File: src/rtl/mmio_pkg.sv
// mmio_pkg: shared definitions for the memory-mapped I/O controller.
//   - register byte offsets inside the 5-word I/O window
//   - controller state encoding
//   - decoded-register enum and the latched request bundle
package mmio_pkg;

  localparam logic [31:0] SEG_OFF      = 32'h0000_0000;
  localparam logic [31:0] LED_OFF      = 32'h0000_0004;
  localparam logic [31:0] SWT_OFF      = 32'h0000_0008;
  localparam logic [31:0] KBDATA_OFF   = 32'h0000_000C;
  localparam logic [31:0] KBSTAT_OFF   = 32'h0000_0010;
  localparam logic [31:0] WINDOW_BYTES = 32'h0000_0014;

  typedef enum logic [1:0] {
    IDLE,
    ACCESS,
    RESP,
    KB_POP
  } state_t;

  typedef enum logic [2:0] {
    REG_SEG,
    REG_LED,
    REG_SWT,
    REG_KBDATA,
    REG_KBSTAT,
    REG_NONE
  } reg_t;

  // Request captured at grant time and held for the whole transaction.
  typedef struct packed {
    logic [31:0] addr;
    logic        we;
    logic [31:0] wdata;
    logic        id;     // 0 = CPU data port, 1 = debug port
  } req_t;

  // Only SEG and LED accept writes; everything else is read-only.
  function automatic logic is_writable(input reg_t r);
    return (r == REG_SEG) || (r == REG_LED);
  endfunction

endpackage

File: src/rtl/mmio_rr_arbiter.sv
// mmio_rr_arbiter: two-requester round-robin arbiter.
//   clk200m     system clock
//   rst         asynchronous active-high reset
//   req[1:0]    request level per master
//   accept      grant is taken this cycle; updates the last-grant history
//   grant_valid at least one master is requesting
//   grant_id    master selected (meaningful when grant_valid)
// On a tie the master not granted last wins; history resets to master 1 so
// master 0 wins the first tie.
module mmio_rr_arbiter (
  input  logic       clk200m,
  input  logic       rst,
  input  logic [1:0] req,
  input  logic       accept,
  output logic       grant_valid,
  output logic       grant_id
);

  logic last_grant;

  always_comb begin
    grant_valid = |req;
    if (&req) grant_id = ~last_grant;
    else      grant_id = req[1];
  end

  // NOTE: clocked state is assigned with <= so every register samples
  // pre-edge values regardless of statement order.
  always_ff @(posedge clk200m or posedge rst) begin
    if (rst)                        last_grant <= 1'b1;
    else if (accept && grant_valid) last_grant <= grant_id;
  end

endmodule

File: src/rtl/mmio_ctrl.sv
// mmio_ctrl: memory-mapped I/O controller sharing the SEG/LED/SWT/keyboard
// registers between two bus masters (0 = CPU data port, 1 = debug port).
//   clk200m, rst                       clock, async active-high reset
//   mN_req/we/addr/wdata               master N request (held until ack)
//   mN_ack/err/rdata                   master N registered response
//   swt_rdata                          switch levels
//   kb_rdata, kb_ready                 keyboard FIFO head / non-empty
//   kb_rdn                             active-low one-cycle FIFO pop
//   seg_wdata, led_wdata               registered display outputs
// Each access runs IDLE -> ACCESS (WAIT_CYCLES) -> RESP -> [KB_POP] -> IDLE;
// the response registers are loaded on the edge leaving RESP.
module mmio_ctrl
  import mmio_pkg::*;
#(
  parameter logic [31:0] BASE_ADDR   = 32'hA000_0000,
  parameter int          WAIT_CYCLES = 1
) (
  input  logic        clk200m,
  input  logic        rst,
  input  logic        m0_req,
  input  logic        m0_we,
  input  logic [31:0] m0_addr,
  input  logic [31:0] m0_wdata,
  output logic        m0_ack,
  output logic        m0_err,
  output logic [31:0] m0_rdata,
  input  logic        m1_req,
  input  logic        m1_we,
  input  logic [31:0] m1_addr,
  input  logic [31:0] m1_wdata,
  output logic        m1_ack,
  output logic        m1_err,
  output logic [31:0] m1_rdata,
  input  logic [7:0]  swt_rdata,
  input  logic [7:0]  kb_rdata,
  input  logic        kb_ready,
  output logic        kb_rdn,
  output logic [31:0] seg_wdata,
  output logic [7:0]  led_wdata
);

  localparam logic [3:0] WAIT_LOAD = (WAIT_CYCLES > 0) ? 4'(WAIT_CYCLES - 1) : 4'd0;

  state_t     state;
  req_t       txn;
  req_t       in_req;
  logic [3:0] wait_cnt;

  // Address decode: anything outside the window or not word aligned is
  // REG_NONE. Addresses below the base wrap to huge offsets and fail too.
  function automatic reg_t decode_addr(input logic [31:0] addr);
    logic [31:0] off;
    off = addr - BASE_ADDR;
    if (off >= WINDOW_BYTES || addr[1:0] != 2'b00) return REG_NONE;
    case (off[4:2])
      3'd0:    return REG_SEG;
      3'd1:    return REG_LED;
      3'd2:    return REG_SWT;
      3'd3:    return REG_KBDATA;
      3'd4:    return REG_KBSTAT;
      default: return REG_NONE;
    endcase
  endfunction

  // ---------------------------------------------------------------------------
  // Arbitration. A master whose ack is showing this cycle is still allowed to
  // hold req, so it is masked to avoid replaying the finished transaction.
  // ---------------------------------------------------------------------------
  logic [1:0] req_vec;
  logic       grant_valid;
  logic       grant_id;
  logic       accept;

  assign req_vec = {m1_req & ~m1_ack, m0_req & ~m0_ack};
  assign accept  = (state == IDLE) && grant_valid;

  mmio_rr_arbiter u_arb (
    .clk200m     (clk200m),
    .rst         (rst),
    .req         (req_vec),
    .accept      (accept),
    .grant_valid (grant_valid),
    .grant_id    (grant_id)
  );

  always_comb begin
    // NOTE: every combinational output gets a default first so no path
    // leaves it unassigned and infers a latch.
    in_req       = '0;
    in_req.id    = grant_id;
    in_req.addr  = grant_id ? m1_addr  : m0_addr;
    in_req.we    = grant_id ? m1_we    : m0_we;
    in_req.wdata = grant_id ? m1_wdata : m0_wdata;
  end

  // ---------------------------------------------------------------------------
  // Register writes land on the edge entering RESP. With no wait states that
  // edge is the grant edge itself, so the request comes straight from the bus.
  // ---------------------------------------------------------------------------
  logic        wr_fire;
  logic [31:0] wr_addr;
  logic        wr_we;
  logic [31:0] wr_wdata;
  reg_t        wr_reg;

  always_comb begin
    wr_fire  = 1'b0;
    wr_addr  = txn.addr;
    wr_we    = txn.we;
    wr_wdata = txn.wdata;
    if (state == IDLE) begin
      wr_fire  = accept && (WAIT_CYCLES == 0);
      wr_addr  = in_req.addr;
      wr_we    = in_req.we;
      wr_wdata = in_req.wdata;
    end else if (state == ACCESS) begin
      wr_fire  = (wait_cnt == 4'd0);
    end
    wr_reg = decode_addr(wr_addr);
  end

  always_ff @(posedge clk200m or posedge rst) begin
    if (rst) begin
      seg_wdata <= '0;
      led_wdata <= '0;
    end else if (wr_fire && wr_we) begin
      if (wr_reg == REG_SEG) seg_wdata <= wr_wdata;
      if (wr_reg == REG_LED) led_wdata <= wr_wdata[7:0];
    end
  end

  // ---------------------------------------------------------------------------
  // Response computed during RESP from the latched request; the keyboard
  // head and ready flag are sampled here so the pop that follows removes
  // exactly the byte that was returned.
  // ---------------------------------------------------------------------------
  reg_t        rsp_reg;
  logic        rsp_err;
  logic [31:0] rsp_rdata;
  logic        rsp_pop;

  always_comb begin
    rsp_reg   = decode_addr(txn.addr);
    rsp_err   = (rsp_reg == REG_NONE) || (txn.we && !is_writable(rsp_reg));
    rsp_rdata = '0;
    rsp_pop   = 1'b0;
    if (!rsp_err && !txn.we) begin
      case (rsp_reg)
        REG_SEG:    rsp_rdata = seg_wdata;
        REG_LED:    rsp_rdata = {24'd0, led_wdata};
        REG_SWT:    rsp_rdata = {24'd0, swt_rdata};
        REG_KBDATA: begin
          rsp_rdata = kb_ready ? {24'd0, kb_rdata} : 32'd0;
          rsp_pop   = kb_ready;
        end
        REG_KBSTAT: rsp_rdata = {31'd0, kb_ready};
        default:    rsp_rdata = '0;
      endcase
    end
  end

  // ---------------------------------------------------------------------------
  // Control FSM with registered ack/err/rdata/kb_rdn.
  // ---------------------------------------------------------------------------
  always_ff @(posedge clk200m or posedge rst) begin
    if (rst) begin
      state    <= IDLE;
      txn      <= '0;
      wait_cnt <= '0;
      m0_ack   <= 1'b0;
      m0_err   <= 1'b0;
      m0_rdata <= '0;
      m1_ack   <= 1'b0;
      m1_err   <= 1'b0;
      m1_rdata <= '0;
      kb_rdn   <= 1'b1;
    end else begin
      m0_ack   <= 1'b0;
      m0_err   <= 1'b0;
      m0_rdata <= '0;
      m1_ack   <= 1'b0;
      m1_err   <= 1'b0;
      m1_rdata <= '0;
      kb_rdn   <= 1'b1;
      case (state)
        IDLE: begin
          if (accept) begin
            txn <= in_req;
            if (WAIT_CYCLES > 0) begin
              wait_cnt <= WAIT_LOAD;
              state    <= ACCESS;
            end else begin
              state    <= RESP;
            end
          end
        end
        ACCESS: begin
          if (wait_cnt == 4'd0) state    <= RESP;
          else                  wait_cnt <= wait_cnt - 4'd1;
        end
        RESP: begin
          if (txn.id) begin
            m1_ack   <= 1'b1;
            m1_err   <= rsp_err;
            m1_rdata <= rsp_rdata;
          end else begin
            m0_ack   <= 1'b1;
            m0_err   <= rsp_err;
            m0_rdata <= rsp_rdata;
          end
          state <= rsp_pop ? KB_POP : IDLE;
        end
        KB_POP: begin
          kb_rdn <= 1'b0;
          state  <= IDLE;
        end
        default: state <= IDLE;
      endcase
    end
  end

endmodule
File: config.mk
export PLATFORM = sky130hd
export DESIGN_NAME = mmio_ctrl
export DESIGN_NICKNAME = d
export VERILOG_FILES = /design/src/rtl/mmio_pkg.sv /design/src/rtl/mmio_rr_arbiter.sv /design/src/rtl/mmio_ctrl.sv
export SDC_FILE = /design/constraint.sdc
export NUM_CORES = 1
export LEC_CHECK = 0
export BUFFER_PORTS_ARGS = -buffer_cell sky130_fd_sc_hd__clkbuf_2
export CELL_PAD_IN_SITES_DETAIL_PLACEMENT = 0
export CELL_PAD_IN_SITES_GLOBAL_PLACEMENT = 2
export CORE_AREA = 2 2 163 165
export DETAILED_ROUTE_END_ITERATION = 12
export DIE_AREA = 0 0 165 167
export PLACE_DENSITY = 0.87
export SLEW_MARGIN = 30
export SYNTH_ARGS = -nofsm -noshare
export SYNTH_HDL_FRONTEND = slang
export SYNTH_SLANG_ARGS = --single-unit
File: constraint.sdc
create_clock -name clk200m -period 13.3 [get_ports clk200m]
set_input_delay 1.995 -clock clk200m [delete_from_list [all_inputs] [get_ports clk200m]]
set_output_delay 1.995 -clock clk200m [all_outputs]
set_load 0.005 [all_outputs]
# --- Yosys cells after proc, flatten, opt, wreduce, memory -nomap -nowiden ---
# Cells that the tools add are included.
totals:
  reg_bits: 182
  in_bits: 151
classes:
  addsub: 3
  magnitude_cmp: 2
  n_eq_ne: 20
  mux: 42
  bitwise: 5
  reduce_logical: 28
op_table:
  columns: ["operator", "count"]
  rows:
  - ["$mux W32", 9]
  - ["$pmux W32 S5", 1]
  - ["$ge A32 B5 Y1 const B", 2]
  - ["$sub A32 B32 Y32 const B", 2]
  - ["$pmux W3 S5", 2]
  - ["$eq A3 B2 Y1 const B", 6]
  - ["$mux W1", 18]
  - ["$eq A3 B1 Y1 const B", 4]
  - ["$eq A3 B3 Y1 const B", 4]
  - ["$logic_not A3 Y1", 4]
  - ["$mux W3", 4]
  - ["$reduce_and A2 Y1", 5]
  - ["$mux W4", 2]
  - ["$mux W8", 1]
  - ["$pmux W2 S4", 1]
  - ["$pmux W4 S2", 1]
  - ["$mux W2", 3]
  - ["$reduce_bool A2 Y1", 3]
  - ["$logic_and A1 B1 Y1", 5]
  - ["$eq A2 B2 Y1 const B", 2]
  - ["$logic_not A4 Y1", 1]
  - ["$logic_or A1 B1 Y1", 4]
  - ["$ne A2 B1 Y1 const B", 2]
  - ["$sub A4 B1 Y4 const B", 1]
  - ["other kinds (8)", 13]

# --- Depth between registers and ports, before layout ---
logic_depth:
  depth_word: 15
  depth_mapped: 13
  ltp_nobuf: 11

# --- Cells and area by module ---
# A second synthesis with hierarchy kept.
unflattened:
  cells_unflattened: 748
  hier_area_um2: 8159.1
modules_own_cells:
  columns: ["module", "instances", "cells_each", "area_per_inst_um2", "seq_area_each_um2"]
  rows:
  - ["mmio_ctrl", 1, 742, 8104.0, 4530.6]
  - ["mmio_rr_arbiter", 1, 6, 55.1, 26.3]

# --- Worst setup path after synthesis ---
# Ideal clock, no wire load.
synth_path:
  path_kind: "input port to flip-flop"
  startpoint: "input m1_req"
  endpoint: "register seg_wdata[10]"
  setup_ns: 0.138
  t_arrival_ns: 4.453
  required_time_ns: 13.162
  setup_slack_ns: 8.709
  stages: 13
  cell_sequence: "nor2b_1 clkbuf_1 nand2_1 mux2i_1 nor2_1 a21oi_1 ha_1 and4bb_1 nand4_1 or2_2 nor2_1 clkbuf_1 a31oi_1"
synth_between:
  elab_chain_len: 12
synth_rtl:
  columns: ["item", "line_no", "source"]
  rows:
  - ["from (decl)", "mmio_ctrl.sv:27", "input logic m1_req,"]
  - ["$and A1 B1 Y1 *", "mmio_ctrl.sv:74", "assign req_vec = {m1_req & ~m1_ack, m0_req & ~m0_ack};"]
  - ["$reduce_and A2 Y1", "mmio_rr_arbiter.sv:23", "if (&req) grant_id = ~last_grant;"]
  - ["$mux W1 *", "mmio_rr_arbiter.sv:23", null]
  - ["$mux W32", "mmio_ctrl.sv:91", "in_req.addr = grant_id ? m1_addr : m0_addr;"]
  - ["$mux W32", "mmio_ctrl.sv:111", "if (state == IDLE) begin"]
  - ["$sub A32 B32 Y32", "mmio_ctrl.sv:53", "off = addr - BASE_ADDR;"]
  - ["$ge A32 B5 Y1", "mmio_ctrl.sv:54", "if (off >= WINDOW_BYTES || addr[1:0] != 2'b00) return REG_NONE;"]
  - ["$logic_or A1 B1 Y1", "mmio_ctrl.sv:54", null]
  - ["$mux W1", "mmio_ctrl.sv:54", null]
  - ["$mux W3", "mmio_ctrl.sv:55", "case (off[4:2])"]
  - ["$logic_not A3 Y1", "mmio_ctrl.sv:127", "if (wr_reg == REG_SEG) seg_wdata <= wr_wdata;"]
  - ["$reduce_and A2 Y1 (no source line)", null, null]
  - ["to (signal assigned)", "mmio_ctrl.sv:127", null]
  - ["to (decl)", "mmio_ctrl.sv:38", "output logic [31:0] seg_wdata,"]
# Mark *: on every way between the ends. The rest lies on a longest branch, timed or not.
# A chain may end at the register's enable or synchronous reset.

# --- Worst setup path in the final report ---
layout_path:
  startpoint: "input m1_req"
  endpoint: "register led_wdata[5]"
layout_between:
  elab_chain_len: 12
layout_rtl:
  columns: ["item", "line_no", "source"]
  rows:
  - ["$and A1 B1 Y1 *", "mmio_ctrl.sv:74", null]
  - ["$reduce_and A2 Y1", "mmio_rr_arbiter.sv:23", null]
  - ["$mux W1 *", "mmio_rr_arbiter.sv:23", null]
  - ["$mux W32", "mmio_ctrl.sv:91", null]
  - ["$mux W32", "mmio_ctrl.sv:111", null]
  - ["$sub A32 B32 Y32", "mmio_ctrl.sv:53", null]
  - ["$ge A32 B5 Y1", "mmio_ctrl.sv:54", null]
  - ["$logic_or A1 B1 Y1", "mmio_ctrl.sv:54", null]
  - ["$mux W1", "mmio_ctrl.sv:54", null]
  - ["$mux W3", "mmio_ctrl.sv:55", null]
  - ["$eq A3 B1 Y1", "mmio_ctrl.sv:128", "if (wr_reg == REG_LED) led_wdata <= wr_wdata[7:0];"]
  - ["$reduce_and A2 Y1 (no source line)", null, null]
  - ["to (signal assigned)", "mmio_ctrl.sv:128", null]
  - ["to (decl)", "mmio_ctrl.sv:39", "output logic [7:0] led_wdata"]
# Marks and branches as above.

==> results_dict.tcl <==
set metrics [dict create \
    slew_viol_final 0 \
    holdWs_ps 491 \
    synthTopCellsByArea "dfrtp_1 54%, a31oi_1 8.0%, o21ai_0 4.4%" \
    synth.distinct_cells 42 \
    max_freq_ghz 0.194 \
    coreArea_mm2 0.0258 \
    cpPeakStageDelay_ps 620 \
    synth_top_area_cell "dfrtp_1" \
    cts-buffers-inserted 17 \
    nets 1243 \
    syn_inst 861 \
    seqCellArea_mm2 0.00456 \
    synth_seq_cells 182 \
    dp_slack_ps 7230 \
    grt_pass1_vias 7075 \
    drive_above_1_share 0.304 \
    port_buffers 259 \
    post-route-min-period_ps 5150 \
    area_delta_synth_final_pct 25.9 \
    first_pass_iters 5 \
    drt-initial-drc-count 569 \
    maxCapViolations 0 \
    route.vias.total 7221 \
    wirelength_um 24700 \
    dp_hpwl_um 16600 \
    die-area_mm2 0.0276 \
    syn_nets 1016 \
    num_rows 59 \
    diodes 0 \
    die_w_um 165 \
    cts-root-buf "clkbuf_16" \
    gp_congestion 0.759 \
    finalHoldViolCount 0 \
    grt_use_total 0.184 \
    hold_buffers 0 \
    fin_crit_sh 0.387 \
    synth_warnings 0 \
    path_cells "clkbuf_2 > nor2b_4 > buf_4 > nand2_4 > mux2i_1 > nor2_1 > a21oi_1 > ha_1 > and4bb_1 > nand4_1 > or2_2 > nor2b_1 > a31oi_1" \
    post_dp_cell_area_mm2 0.0100 \
    cts_tree "done" \
    path_clk_slew_ps 70 \
    finClkSkew_ps 9.41 \
    postLayoutCellArea_mm2 0.0106 \
    cpMaxStageDelayCell "nor2b_1" \
    required_ps 13570 \
    synth-edff-count 0 \
    ir_worst_vdd_v 0.0000750 \
    post-route-drc-count 0 \
    postCtsSetupBuffers 0 \
    initial_core_util 0.326 \
    critPathMaxFanout 37 \
    gr-total-overflow 0 \
    setup_slack_ps 8150 \
    async_flop_share 1.00 \
    slew-limit-headroom 0.467 \
    cp_num_buf_inv 2 \
    holdCritPathClass "flop to flop" \
    netlist.area_leader.share 0.536 \
    ys.flop_type "dfrtp_1" \
    outcome "finished clean" \
    powerDensity_mw_per_mm2 177 \
    leakagePower_nw 5.11 \
    htreeDepth 4 \
    setup_viol 0 \
    cp.arrival_ps 5410 \
    worstSetupPathType "primary input to flop" \
    grt_max_degree 134 \
    critPathCaptureType "flop" \
    rsz0062_at_grt "no" \
    setup_tns_ps 0 \
    wire_per_inst_um 17.2 \
    multiInputGateArea_mm2 0.00359 \
    via_per_inst 5.03 \
    drtAntennaViolNets 0 \
    fp.dieH_um 167 \
    grt_pass1_wl_um 39400 \
    clock_latency_ps 430 \
    io_pins 260 \
    nFillCells 2541 \
    clock-sinks 182 \
    crit_family "simple AND/OR/NAND/NOR gates" \
    cts_resized 0 \
    start_kind "primary input" \
    cts_buffer_depth 2 \
    syn_area_mm2 0.00841 \
    worst_pin_slew_ps 799 \
    synth_seq_area_share 0.542 \
    antenna_found_initial 1 \
    syn_avg_cell_area_um2 9.77 \
]
==> where the power goes <==
| group | switching [mW] | internal, mW |
|---|---|---|
| registers | 0.102 | 0.671 |
| logic | 0.393 | 0.229 |
| clock network | 0.238 | 0.245 |
| total | 0.734 | 1.14 |
==> state kept, by name, indices dropped and copies added (netlist names) <==
name,cells
kb_rdn,1
led_wdata,8
m0_ack,1
m0_err,1
m0_rdata,32
m1_ack,1
m1_err,1
m1_rdata,32
seg_wdata,32
state,2
txn,66
u_arb.last_grant,1
wait_cnt,4
==> worst min-delay path: stages (launching register included) <==
cell and delay (ps):
dfrtp_1 340, nand2_1 50, o21ai_0 60
==> cell usage in the layout (no fill, tap or decap), types with 3 or more instances in the layout <==
cell type	count
nor2_1	94
mux4_2	5
inv_8	4
a31oi_1	107
nand2b_1	4
nor4_4	4
nand3b_1	8
inv_1	6
dfrtp_1	180
a21oi_1	43
inv_6	3
clkbuf_16	17
or3_1	4
mux2i_1	35
and2_1	52
clkbuf_2	259
nor2_4	3
ha_1	4
o21ai_0	73
clkinvlp_4	6
nand2_1	84
nand3_1	37
nand4_1	4
nor4_1	4
buf_4	15
xor2_1	3
nor2b_1	5
nor4_2	5
==> synth_stat cells (3+ instances only) <==
cell type  count
nand2b_1       4
a21oi_1       43
nand2_1       85
or3_1          4
nor4_4         4
buf_1          5
mux2i_1       35
dfrtp_1      180
mux4_2         5
nor4_1         4
xor2_1         3
clkbuf_1      48
buf_2         10
a31oi_1      107
o21ai_0       74
inv_1          7
nand4_1        4
nand3b_1       8
nor2_1        97
nand3_1       37
buf_6          4
nor4_2         5
ha_1           4
nor2b_1        6
and2_1        52
==> routing by layer <==
metal | wire, um | vias to the layer above | track usage | share of wire
met3 | 1570 | 21 | 0.0389 | 0.064
met5 | 0 | - | 0 | 0
met4 | 364 | 0 | 0.0529 | 0.015
met2 | 11600 | 235 | 0.287 | 0.47
met1 | 11200 | 3460 | 0.258 | 0.45
li1 | - | 3505 | - | -
==> final timing paths <==
kind | startpoint | cells past startpoint | slack, ps | to
max | m1_req | 13 | 8150 | led_wdata[5]$_DFFE_PP0P_
min | txn[34]$_DFFE_PP0P_ | 2 | 490 | txn[34]$_DFFE_PP0P_
max reg2reg | m1_ack$_DFF_PP0_ | 12 | 9400 | led_wdata[5]$_DFFE_PP0P_
min reg2reg | txn[34]$_DFFE_PP0P_ | 2 | 490 | txn[34]$_DFFE_PP0P_
max in group asynchronous | rst | 3 | 10540 | txn[58]$_DFFE_PP0P_
min in group asynchronous | rst | 2 | 1600 | m1_rdata[2]$_DFF_PP0_
==> metrics by stage <==
step | util | instances | power [mW]
finish | 0.411 | 1435 | 1.88
global route | 0.411 | 1435 | 2.03
CTS | 0.409 | 1434 | 1.90
detailed placement | 0.388 | 1403 | 1.41
global placement | 0.388 | 1403 | 1.40
floorplan | - | 861 | 1.23
==> layout make-up <==
cell class,count,share of cell area
clock buffer,18,0.0405
clock inverter,13,0.0110
inverter,7,0.00366
multi-input combinational,605,0.339
sequential,182,0.430
tap,335,0.0396
timing repair buffer,275,0.136
==> cells by family after synthesis <==
family / share of synthesized area
mux: 0.0551
xor+xnor: 0.00417
buf+inv: 0.0381
fa+ha+maj: 0.00595
compound gates: 0.154
flops: 0.542
simple gates: 0.201
(Power assumes the default switching activity.)
